**config.mk**
```make
export PLATFORM = sky130hd
export DESIGN_NAME = mul_result_accumulator
export DESIGN_NICKNAME = d
export VERILOG_FILES = /design/src/rtl/mul_result_accumulator.sv
export SDC_FILE = /design/constraint.sdc
export NUM_CORES = 1
export LEC_CHECK = 0
export ABC_AREA = 1
export BUFFER_PORTS_ARGS = -buffer_cell sky130_fd_sc_hd__buf_2
export CAP_MARGIN = 20
export CELL_PAD_IN_SITES_DETAIL_PLACEMENT = 0
export CELL_PAD_IN_SITES_GLOBAL_PLACEMENT = 1
export CORE_MARGIN = 3
export CORE_UTILIZATION = 43
export DETAILED_ROUTE_END_ITERATION = 10
export PLACE_DENSITY = 0.95
export SETUP_SLACK_MARGIN = 0.02
export SLEW_MARGIN = 10
export SYNTH_ARGS = -nofsm -noshare
export SYNTH_HDL_FRONTEND = slang
export SYNTH_SLANG_ARGS = --single-unit
```
**constraint.sdc**
```tcl
create_clock -name clk -period 3.35 [get_ports clk]
set_input_delay 0 -clock clk [delete_from_list [all_inputs] [get_ports clk]]
set_output_delay 0 -clock clk [all_outputs]
set_load 0.01 [all_outputs]
```
**src/rtl/mul_result_accumulator.sv**
```systemverilog
// ---------------------------------------------------------------------------
// mul_result_accumulator
//
// Sums groups of multiplier products. The first product of a group fixes the
// group length (a length of 0 counts as 1). Every later accepted product is
// added modulo 2^ACC_W. The finished sum is held on out_acc with out_valid
// until the consumer takes it. A sticky flag records any two's-complement
// overflow seen while the group was being summed.
//
// Ports
//   clk            : clock; all state changes on its rising edge
//   rst            : synchronous active-high reset
//   in_prod        : product from the upstream multiplier (PROD_W bits)
//   in_prod_signed : 1 = sign-extend in_prod, 0 = zero-extend (per product)
//   in_len         : products per group, sampled on the first product only
//   in_valid       : upstream product is valid
//   out_ready      : accumulator can take a product (IDLE / ACC)
//   out_acc        : group sum, forced to zero while out_valid = 0
//   out_ovf        : sticky signed overflow of the group, zero while idle
//   out_valid      : group sum available (SEND)
//   in_ready       : downstream consumer takes the sum
// ---------------------------------------------------------------------------
module mul_result_accumulator #(
   parameter int PROD_W = 64,
   parameter int ACC_W  = 72,
   parameter int LEN_W  = 8
) (
   input  logic              clk,
   input  logic              rst,
   input  logic [PROD_W-1:0] in_prod,
   input  logic              in_prod_signed,
   input  logic [LEN_W-1:0]  in_len,
   input  logic              in_valid,
   output logic              out_ready,
   output logic [ACC_W-1:0]  out_acc,
   output logic              out_ovf,
   output logic              out_valid,
   input  logic              in_ready
);

   typedef enum logic [1:0] {
      IDLE = 2'b00,
      ACC  = 2'b01,
      SEND = 2'b10
   } state_t;

   state_t             state_reg, state_next;
   logic [ACC_W-1:0]   acc_reg,   acc_next;
   logic [LEN_W-1:0]   cnt_reg,   cnt_next;
   logic [LEN_W-1:0]   len_reg,   len_next;
   logic               ovf_reg,   ovf_next;

   logic [ACC_W-1:0]   ext_prod;
   logic [ACC_W-1:0]   sum_acc;
   logic               ovf_step;
   logic [LEN_W-1:0]   len_eff;
   logic [LEN_W-1:0]   cnt_inc;
   logic               get_hs;
   logic               send_hs;

   // Extend the product to accumulator width bit by bit. Bits above the
   // product width carry the sign bit only for signed products.
   genvar gi;
   generate
      for (gi = 0; gi < ACC_W; gi++) begin : g_ext
         if (gi < PROD_W) begin : g_low
            assign ext_prod[gi] = in_prod[gi];
         end else begin : g_high
            assign ext_prod[gi] = in_prod_signed & in_prod[PROD_W-1];
         end
      end
   endgenerate

   assign get_hs  = in_valid & out_ready;
   assign send_hs = out_valid & in_ready;

   assign sum_acc = acc_reg + ext_prod;
   // Two addends with the same sign producing a result of the other sign.
   assign ovf_step = (acc_reg[ACC_W-1] == ext_prod[ACC_W-1]) &&
                     (sum_acc[ACC_W-1] != acc_reg[ACC_W-1]);

   // A zero length would never terminate the group, so it is read as 1.
   assign len_eff = (in_len == '0) ? LEN_W'(1) : in_len;
   assign cnt_inc = cnt_reg + LEN_W'(1);

   always_comb begin
      state_next = state_reg;
      acc_next   = acc_reg;
      cnt_next   = cnt_reg;
      len_next   = len_reg;
      ovf_next   = ovf_reg;
      case (state_reg)
         IDLE: begin
            if (get_hs) begin
               acc_next   = ext_prod;
               len_next   = len_eff;
               cnt_next   = LEN_W'(1);
               ovf_next   = 1'b0;
               state_next = (len_eff == LEN_W'(1)) ? SEND : ACC;
            end
         end
         ACC: begin
            // Without a product everything holds; there is no timeout.
            if (get_hs) begin
               acc_next = sum_acc;
               cnt_next = cnt_inc;
               ovf_next = ovf_reg | ovf_step;
               if (cnt_inc == len_reg) begin
                  state_next = SEND;
               end
            end
         end
         SEND: begin
            if (send_hs) begin
               acc_next   = '0;
               cnt_next   = '0;
               ovf_next   = 1'b0;
               state_next = IDLE;
            end
         end
         default: begin
            state_next = IDLE;
         end
      endcase
   end

   always_ff @(posedge clk) begin
      if (rst) begin
         state_reg <= IDLE;
         acc_reg   <= '0;
         cnt_reg   <= '0;
         len_reg   <= '0;
         ovf_reg   <= 1'b0;
      end else begin
         state_reg <= state_next;
         acc_reg   <= acc_next;
         cnt_reg   <= cnt_next;
         len_reg   <= len_next;
         ovf_reg   <= ovf_next;
      end
   end

   assign out_ready = (state_reg != SEND);
   assign out_valid = (state_reg == SEND);
   assign out_acc   = out_valid ? acc_reg : '0;
   assign out_ovf   = out_valid & ovf_reg;

endmodule

```
; Word-level counts from Yosys, hierarchy flattened
; Index checks and enable logic that the tools add are counted.
[word_totals]
reg_bits = 91
input_bits = 77
latch_bits = 0
rom_bits = 0
mem_bits_rw = 0
out_inout_bits = 75
elab_cells = 50
mem_count = 0
[classes]
magnitude_cmp = 0
n_addsub = 2
shift = 0
reduce_logical = 7
n_div = 0
n_eq_ne = 11
multipliers = 0
n_bitwise = 5
mux = 20
[op_table]
columns = operator, count
row1 = 72-bit two-way mux, 4
row2 = 72-bit case mux with 3 select lines, 1
row3 = 72-bit adder, 1
row4 = 8-bit two-way mux, 4
row5 = 8-bit case mux with 3 select lines, 1
row6 = 2-bit two-way mux, 5
row7 = "8-bit by 1-bit adder with 8-bit output, second input constant", 1
row8 = "8-bit by 1-bit equality test with 1-bit output, second input constant", 1
row9 = 8-bit equality test, 1
row10 = 8-bit zero test, 1
row11 = "2-bit != test, second input constant", 4
row12 = 4-bit AND reduction, 2
row13 = 2-bit case mux with 3 select lines, 1
row14 = 1-bit bitwise AND, 4
row15 = 1-bit two-way mux, 3
row16 = 1-bit case mux with 3 select lines, 1
row17 = 3-bit nonzero test, 1
row18 = "2-bit by 1-bit equality test with 1-bit output, second input constant", 1
row19 = "2-bit equality test, second input constant", 1
row20 = 2-bit zero test, 1
row21 = "2-bit by 1-bit != test with 1-bit output, second input constant", 1
row22 = 2-bit AND reduction, 1
row23 = 1-bit equality test, 1
row24 = 1-bit logical AND, 1
row25 = other kinds (2), 2

; Longest topological paths before layout
; Gate-level depths: netlist (run 1).
[depth]
word_depth = 7
mapped_depth = 17

; Least setup slack after synthesis (run 1)
; Ideal clock, no wire load.
[synth_path]
kind = flip-flop to flip-flop
start = reg acc_reg[0]
end = reg acc_reg[64]
required_ns = 3.216
slack_ns = 1.305
stages_incl_launch_ff = 18
arrival_time_ns = 1.911
path_buffers = 0
path_cell_list = dfxtp_1 ha_1 inv_1 fa_1 inv_1 nand3_1 nand3_1 nand2_1 nand3_1 nand2_1 nand2_1 nand2_1 nand2_2 nand2_1 nand2_1 nand2_1 nand3_1 a21oi_1
[synth_via]
elab_chain_len = 3
[synth_rtl]
columns = element, line
row1 = "start, declared", 48  ; logic [ACC_W-1:0] acc_reg, acc_next;
row2 = "start signal, assigned", 136  ; acc_reg <= acc_next;
row3 = 72-bit adder, 77  ; assign sum_acc = acc_reg + ext_prod;
row4 = 72-bit two-way mux, 104  ; if (get_hs) begin
row5 = 72-bit case mux with 3 select lines, 92  ; case (state_reg)
; Every way passes these cells. The select of a mux whose other input is x is not followed.
; A chain may end at the register's enable or synchronous reset.

; Final worst setup path (run 1)
[layout_path]
start = reg acc_reg[0]
end = reg acc_reg[46]
; Same word-level chain as after synthesis.

==> results by group, run 1 <==
Yosys
  • Simple-Gate Fraction of Synth Area: 0.369
  • Yosys reg bits: 91
  • Cell area after synthesis: 0.0106 mm2
  • XOR/XNOR Fraction of Synth Area: 0.00332
  • Post-synth top cells: nand2_1 (606), inv_1 (381), a21oi_1 (259)
  • Main synth FF type: dfxtp_1
  • Syn Inst Count: 1,970
  • Synth cell types: 40
  • Share of Yosys cell area claimed by the top area cell type: 0.215
  • Syn avg cell area: 5.36 um2
  • Largest family of logic cells by synthesized area: simple AND/OR/NAND/NOR gates
  • Compound-gate portion of the synthesized area: 0.208
  • Area leader, netlist: nand2_1
  • YS warnings: 0
  • Mux cell area share after synthesis: 0
  • Synth top area cells: nand2_1 (22%), dfxtp_1 (17%), inv_1 (14%), a21oi_1 (12%), ha_1 (8.9%)
  • Register area share after synthesis: 0.172
  • Async set-reset flop share out of synthesis: 0
  • EDFF count, synth: 0
  • Synth Area in Adders: 0.0907
  • Most common cell in the netlist: nand2_1
  • Syn Nets: 2,123

Critical path
  • Worst EP arrival: 2.93 ns
  • Crit path cell chain: ha_1 > inv_1 > fa_1 > inv_1 > nand2_1 > nand3_1 > nand3_1 > nand3_1 > nand2_1 > nand2_1 > nand2_1 > nand3_1 > nand3_1 > a21oi_1
  • Critical path type: reg2reg
  • Crit end category: register
  • Data required, critical path: 3.65 ns
  • Worst stage delay on the critical path: 0.40 ns
  • Crit path top cell by count: nand3_1
  • CP max FO: 4
  • Worst path top cell family by delay: simple AND/OR/NAND/NOR gates
  • Setup crit start kind: register
  • R2R setup slack: 0.72 ns
  • Reg-to-Reg Start: acc_reg[0]
  • Worst r2r path cells: 14
  • Reg2reg end: acc_reg[46]
  • CP bufs+invs: 2
  • Slowest CP cell: fa_1

Clock tree
  • Num CTS Buffers: 9
  • CTS clk-pin slew, worst paths: 0.08 ns
  • Clk sinks: 91
  • CTS tree: built
  • Htree depth: 3
  • Post-CTS sizing: 0
  • Clock Path Buffers: 2
  • Clock Latency Late Sink: 0.38 ns
  • Post-CTS Setup Bufs: 0
  • CTS root buffer: clkbuf_16

Floorplan
  • Die W: 163 um
  • Die Area: 0.0265 mm2
  • Row Count: 56
  • Starting Density: 0.443
  • Die Y: 163 um
  • IO Count: 152
  • Core Area: 0.0238 mm2

Detailed routing
  • Drt total wl: 37.8 mm
  • Antenna-violating nets left: 0
  • DR vias: 12,700
  • Initial DRC count: 1,089
  • DRC Markers: 0
  • Iteration count of the initial detailed-routing pass: 6
  • DR vias/cell: 5.10
  • Wire length per cell: 15.2 um

Place
  • GPL Wtd Cong: 0.967
  • Cell count after placement: 2,403
  • Detailed Place HPWL: 29.8 mm
  • Number of port buffers: 151

Global route
  • Pin count of the biggest net entering global routing: 75
  • Total GRT Usage: 0.280
  • Grt ovf: 0
  • Initial antenna violation count: 0
  • Vias in the first global route: 11,600
  • First-pass GRT wire length: 59.9 mm

Cells and area
  • Area of the multi-input gates: 0.00710 mm2
  • Area Overhead vs Synth: 20.0%
  • Layout Nets: 2,322
  • FF+latch area: 0.00182 mm2
  • Fraction of layout cells with a size suffix above 1: 0.107
  • Inserted Diodes: 0
  • Fin cells: 2,493
  • Max reg flops: 72
  • Fill cells: 2,552

Run
  • Max cap viols: 0

Timing
  • Final-report max-slew violation count: 0
  • Worst Tran Pin Value: 0.872 ns
  • Max Clock Freq: 381 MHz
  • Setup Total Neg Slack: 0 ns
  • Post-route minimum period: 2.63 ns
  • Clk_skew: 0.0187 ns
  • Final Cycle Share: 0.784
  • Hold Vio Cnt, Final: 0
  • Final Setup Violations: 0
  • RSZ-0062 raised after global routing: false
  • Slew margin rel.: 0.415

Outcome
  • Status: complete, no violations

Min path
  • Hold depth: 5
  • Worst hold start: in_valid
  • Min-Delay Path Class: in2reg
  • Min-Delay Endpoint: len_reg[6]

Power
  • PwrDens: 720 mW/mm2
  • LEAKAGE: 0.00700 uW
  • Worst VDD drop: 0.000376 V
-- tightest hold or removal path: cells and delay by family --
kind,cells,cell delay (ns)
buffers and inverters,1,0.11
AOI/OAI and AO/OA,1,0.14
and+or+nand+nor,3,0.21
-- cells in the final DEF, fill, tap and decap left out, types with 9 or more instances in the layout --
master / Yosys / final
dlygate4sd3_1: 0 / 74
nand2_1: 606 / 606
buf_2: 5 / 151
inv_1: 381 / 378
nand3_1: 105 / 105
a21oi_1: 259 / 259
nand2_2: 18 / 18
dfxtp_1: 91 / 91
o21ai_0: 149 / 149
ha_1: 75 / 74
nor3_1: 12 / 12
nor2_1: 144 / 144
clkbuf_16: 0 / 9
nor2_2: 12 / 12
buf_4: 2 / 9
or2_2: 9 / 9
nor4_1: 9 / 9
-- layer usage --
layer / GRT usage / share of wire / routed length (um) / vias to the layer above
met5: 0 / 0 / 0 / -
met4: 0.0950 / 0.030 / 1130 / 0
met3: 0.0379 / 0.062 / 2360 / 62
met2: 0.458 / 0.45 / 16900 / 408
met1: 0.380 / 0.46 / 17400 / 5639
li1: - / - / - / 6605
-- where the power goes --
group / internal [uW] / switching [uW]
Combinational: 1960 / 4280
Sequential: 1460 / 273
Clock: 602 / 552
-- worst max-delay path by stage --
stage	endpoint	depth (start not counted)	from	slack [ns]
final	acc_reg[46]	14	acc_reg[0]	0.72
after global routing	acc_reg[48]	16	acc_reg[0]	0.42
after CTS	acc_reg[48]	16	acc_reg[0]	0.73
after detailed placement	acc_reg[48]	16	acc_reg[0]	0.75
after global placement	acc_reg[46]	14	acc_reg[0]	0.85
after floorplan	acc_reg[64]	17	acc_reg[0]	1.31
-- cell type report --
type                    count  share of cell area
clock buffers               9              0.0178
clock inverters             7             0.00730
inverters                 383               0.113
multi-input cells        1448               0.560
flip-flops and latches     91               0.144
well taps                 319              0.0315
repair buffers            236               0.127
-- what timing repair did --
item                       in CTS  in global routing
hold buffers                   74                  0
hold endpoints to repair       80                  0
setup endpoints to repair       0                  0
-- through the flow --
step	hold slack [ns]	total power, uW	setup WS, ns	area [um2]	utilization
final	0.125	9130	0.725	12700	0.532
after detailed placement	0.243	7820	0.753	11600	0.488
after global placement	0.228	7760	0.849	11600	0.488
after global routing	0.153	9970	0.417	12700	0.532
after CTS	0.121	9080	0.728	12700	0.532
after floorplan	0.127	6070	1.31	10600	-
-- kinds of logic (layout without fill, tap and decap cells) --
kind of cell | after synthesis | after routing
compound gates | 429 | 429
simple gates | 939 | 939
buf+inv | 431 | 635
flops | 91 | 91
xor+xnor | 4 | 4
fa+ha+maj | 76 | 76
(Power assumes the default switching activity.)
==> run 2, diff against run 1 <==
--- a/config.mk
+++ b/config.mk
@@ -11,9 +11,9 @@
 export CELL_PAD_IN_SITES_DETAIL_PLACEMENT = 0
 export CELL_PAD_IN_SITES_GLOBAL_PLACEMENT = 1
 export CORE_MARGIN = 3
-export CORE_UTILIZATION = 43
+export CORE_UTILIZATION = 40
 export DETAILED_ROUTE_END_ITERATION = 10
-export PLACE_DENSITY = 0.95
+export PLACE_DENSITY = 0.89
 export SETUP_SLACK_MARGIN = 0.02
 export SLEW_MARGIN = 10
 export SYNTH_ARGS = -nofsm -noshare
==> constraint.sdc (replaced) <==
create_clock -name clk -period 2.5 [get_ports clk]
set_input_delay 0 -clock clk [delete_from_list [all_inputs] [get_ports clk]]
set_output_delay 0 -clock clk [all_outputs]
set_load 0.01 [all_outputs]
==> run 2 against run 1 <==
- register-to-register slack got worse by 0.55 ns
- final cell count is 0.96% higher
- count of clock-buffer cells in the layout unchanged
- wire length is 6.7% higher
- clock skew decreased by 0.00068 ns
- global-route usage fell by 0.36 points
- sequential share of layout area is 0.33 points lower
- critical path type is now in2reg
- utilization down 2.4 points
- total power grew 39%
- critical path depth stayed put
- die area up 7.2%
==> results by group, run 2 (synthesized netlist as in run 1, its figures left out) <==
Timing
  • Clk_skew: 0.0180 ns (-0.000676 ns)
  • Final Cycle Share: 0.934
  • Slew margin rel.: 0.448 (+0.0334)
  • Max Clock Freq: 428 MHz
  • Worst setup margin: 0.164 ns (-0.561 ns)
  • Final Setup Violations: 0 (unchanged)
  • Hold Vio Cnt, Final: 0 (unchanged)
  • Post-route minimum period: 2.34 ns
  • Final-report max-slew violation count: 0 (unchanged)
  • Worst Tran Pin Value: 0.827 ns (-0.0448 ns)
  • Setup Total Neg Slack: 0 ns (unchanged)

Clock tree
  • CTS root buffer: clkbuf_16
  • CTS clk-pin slew, worst paths: 0.09 ns (about the same)
  • Clock Path Buffers: 2 (unchanged)
  • Htree depth: 3 (unchanged)
  • CTS tree: built
  • Clock Latency Late Sink: 0.37 ns (about the same)
  • Clk sinks: 91 (unchanged)
  • Num CTS Buffers: 9 (unchanged)

Critical path
  • Crit path cell chain: dlygate4sd3_1 > buf_2 > nand2_1 > clkinvlp_4 > buf_12 > ha_4 > nand2_1 > nor2_1 > nand2_2 > nor4_1 > nand2_1 > nand3_1 > nand3_2 > a21oi_1
  • Reg2reg end: acc_reg[54]
  • Crit path top cell by count: nand2_1
  • CP max FO: 8 (+4)
  • R2R setup slack: 0.17 ns (-0.55 ns)
  • Worst EP arrival: 2.64 ns (-0.29 ns)
  • Reg-to-Reg Start: acc_reg[16]
  • Worst stage delay on the critical path: 0.53 ns (+0.13 ns)
  • Crit end category: register
  • Critical path type: in2reg
  • Worst r2r path cells: 14 (unchanged)
  • Data required, critical path: 2.80 ns (-0.85 ns)
  • Setup crit start kind: input pin
  • Slowest CP cell: dlygate4sd3_1

Floorplan
  • Starting Density: 0.413 (-0.0299)
  • Core Area: 0.0255 mm2 (+7.2%)
  • IO Count: 152 (unchanged)
  • Die Area: 0.0284 mm2 (+7.2%)
  • Die Y: 168 um (+3.5%)
  • Die W: 168 um (+3.5%)
  • Row Count: 58 (+3.6%)

Cells and area
  • Area of the multi-input gates: 0.00729 mm2 (+2.7%)
  • Inserted Diodes: 0 (unchanged)
  • Design Area, Final: 0.0130 mm2 (+2.5%)
  • Most frequent cells in the layout: nand2_1 (602), inv_1 (376), a21oi_1 (253)
  • FF+latch area: 0.00182 mm2 (+0.14%)
  • Commonest non-fill, non-tap cell in the layout: nand2_1
  • Fraction of layout cells with a size suffix above 1: 0.130 (+0.0236)
  • Layout Nets: 2,335 (+0.56%)
  • Max reg flops: 72 (unchanged)
  • Fill cells: 2,819 (+10%)
  • Area Overhead vs Synth: 23.0%
  • Fin cells: 2,517 (+0.96%)

Min path
  • Min-Delay Path Class: in2reg
  • Hold depth: 3 (-2)
  • Worst hold start: in_prod[48]
  • Min-Delay Endpoint: acc_reg[48]

Power
  • Comb pwr share: 0.698 (+0.014)
  • Worst VDD drop: 0.000669 V (+78%)
  • Net Sw Power: 7180 uW (+41%)
  • LEAKAGE: 0.00710 uW (+1.4%)
  • Overall power: 12,700 uW (+39%)
  • Clock share of power: 0.119 (-0.007)
  • Sw Ratio: 0.565 (+0.00559)
  • Sequential fraction of design power: 0.183 (-0.007)
  • PwrDens: 979 mW/mm2 (+36%)
  • Cell internal pwr: 5540 uW (+38%)

Place
  • Detailed Place HPWL: 31.5 mm (+5.9%)
  • Dpl cell area: 0.0118 mm2 (+1.1%)
  • Cell count after placement: 2,428 (+1.0%)
  • DP Worst Slack: -0.0260 ns (-0.778 ns)
  • Number of port buffers: 151 (unchanged)
  • GPL Wtd Cong: 0.973 (+0.66%)

Detailed routing
  • Wire length per cell: 16.0 um (+5.7%)
  • Iteration count of the initial detailed-routing pass: 5 (-1)
  • Drt total wl: 40.3 mm (+6.7%)
  • Antenna-violating nets left: 0 (unchanged)
  • DR vias/cell: 5.09 (-0.24%)
  • DRC Markers: 0 (unchanged)
  • Initial DRC count: 909 (-17%)
  • DR vias: 12,800 (+0.72%)

Outcome
  • Status: complete, no violations

Global route
  • Total GRT Usage: 0.277 (-0.00362)
  • First-pass GRT wire length: 63.2 mm (+5.5%)
  • Vias in the first global route: 11,800 (+1.8%)
  • Pin count of the biggest net entering global routing: 75 (unchanged)
  • Grt ovf: 0 (unchanged)
  • Initial antenna violation count: 0 (unchanged)

Run
  • Max cap viols: 0 (unchanged)
[run 2: how the worst max path moves through the flow]
stage           startpoint          end  depth (start not counted)
6_report       in_prod[63]  acc_reg[68]                         14
5_1_grt        acc_reg[16]  acc_reg[70]                         15
4_1_cts         acc_reg[0]  acc_reg[56]                         14
3_5_place_dp    acc_reg[0]  acc_reg[46]                         14
3_3_place_gp    acc_reg[0]  acc_reg[46]                         14
2_1_floorplan   acc_reg[0]  acc_reg[64]                         17
[run 2: layer usage]
| layer | vias up | part of all wire | track usage | wire length (um) |
|---|---|---|---|---|
| li1 | 6620 | - | - | - |
| met1 | 5738 | 0.47 | 0.386 | 19100 |
| met2 | 400 | 0.44 | 0.451 | 17700 |
| met3 | 47 | 0.063 | 0.0336 | 2550 |
| met4 | 0 | 0.025 | 0.0786 | 1020 |
| met5 | - | 0 | 0 | 0 |
[run 2: cell type report]
| cell class | count | share of cell area |
|---|---|---|
| multi-input cells | 1448 | 0.561 |
| repair buffers | 249 | 0.132 |
| well taps | 330 | 0.0318 |
| clock buffers | 9 | 0.0173 |
| inverters | 383 | 0.111 |
| clock inverters | 7 | 0.00607 |
| flip-flops and latches | 91 | 0.140 |
[run 2: metrics by stage]
| step | util | hold slack (ns) |
|---|---|---|
| global route | 0.508 | 0.0269 |
| global placement | 0.460 | 0.221 |
| finish | 0.508 | 0.00835 |
| CTS | 0.500 | 0.00147 |
| floorplan | - | 0.127 |
| detailed placement | 0.460 | 0.231 |
[run 2: what timing repair did]
action / in CTS / in global routing
pin swaps: 0 / 1
hold buffers: 70 / 0
endpoints found under the setup margin: 3 / 28
gates resized for setup: 2 / 46
setup buffers: 0 / 3
hold endpoints to repair: 77 / 0
[run 2: power by group through the flow]
stage | registers (uW) | logic [uW] | clock network, uW
global route | 2390 | 9920 | 1570
global placement | 2320 | 8500 | 0
finish | 2330 | 8880 | 1510
CTS | 2310 | 8610 | 1540
detailed placement | 2340 | 8490 | 0
floorplan | 2230 | 5900 | 0
[run 2: critical path: cells and delay by family]
family	cells	cell delay, ns
AND/OR/NAND/NOR	8	1.19
buffers and inverters	4	0.95
adder cells (fa/ha/maj)	1	0.32
AO/OA/AOI/OAI	1	0.16
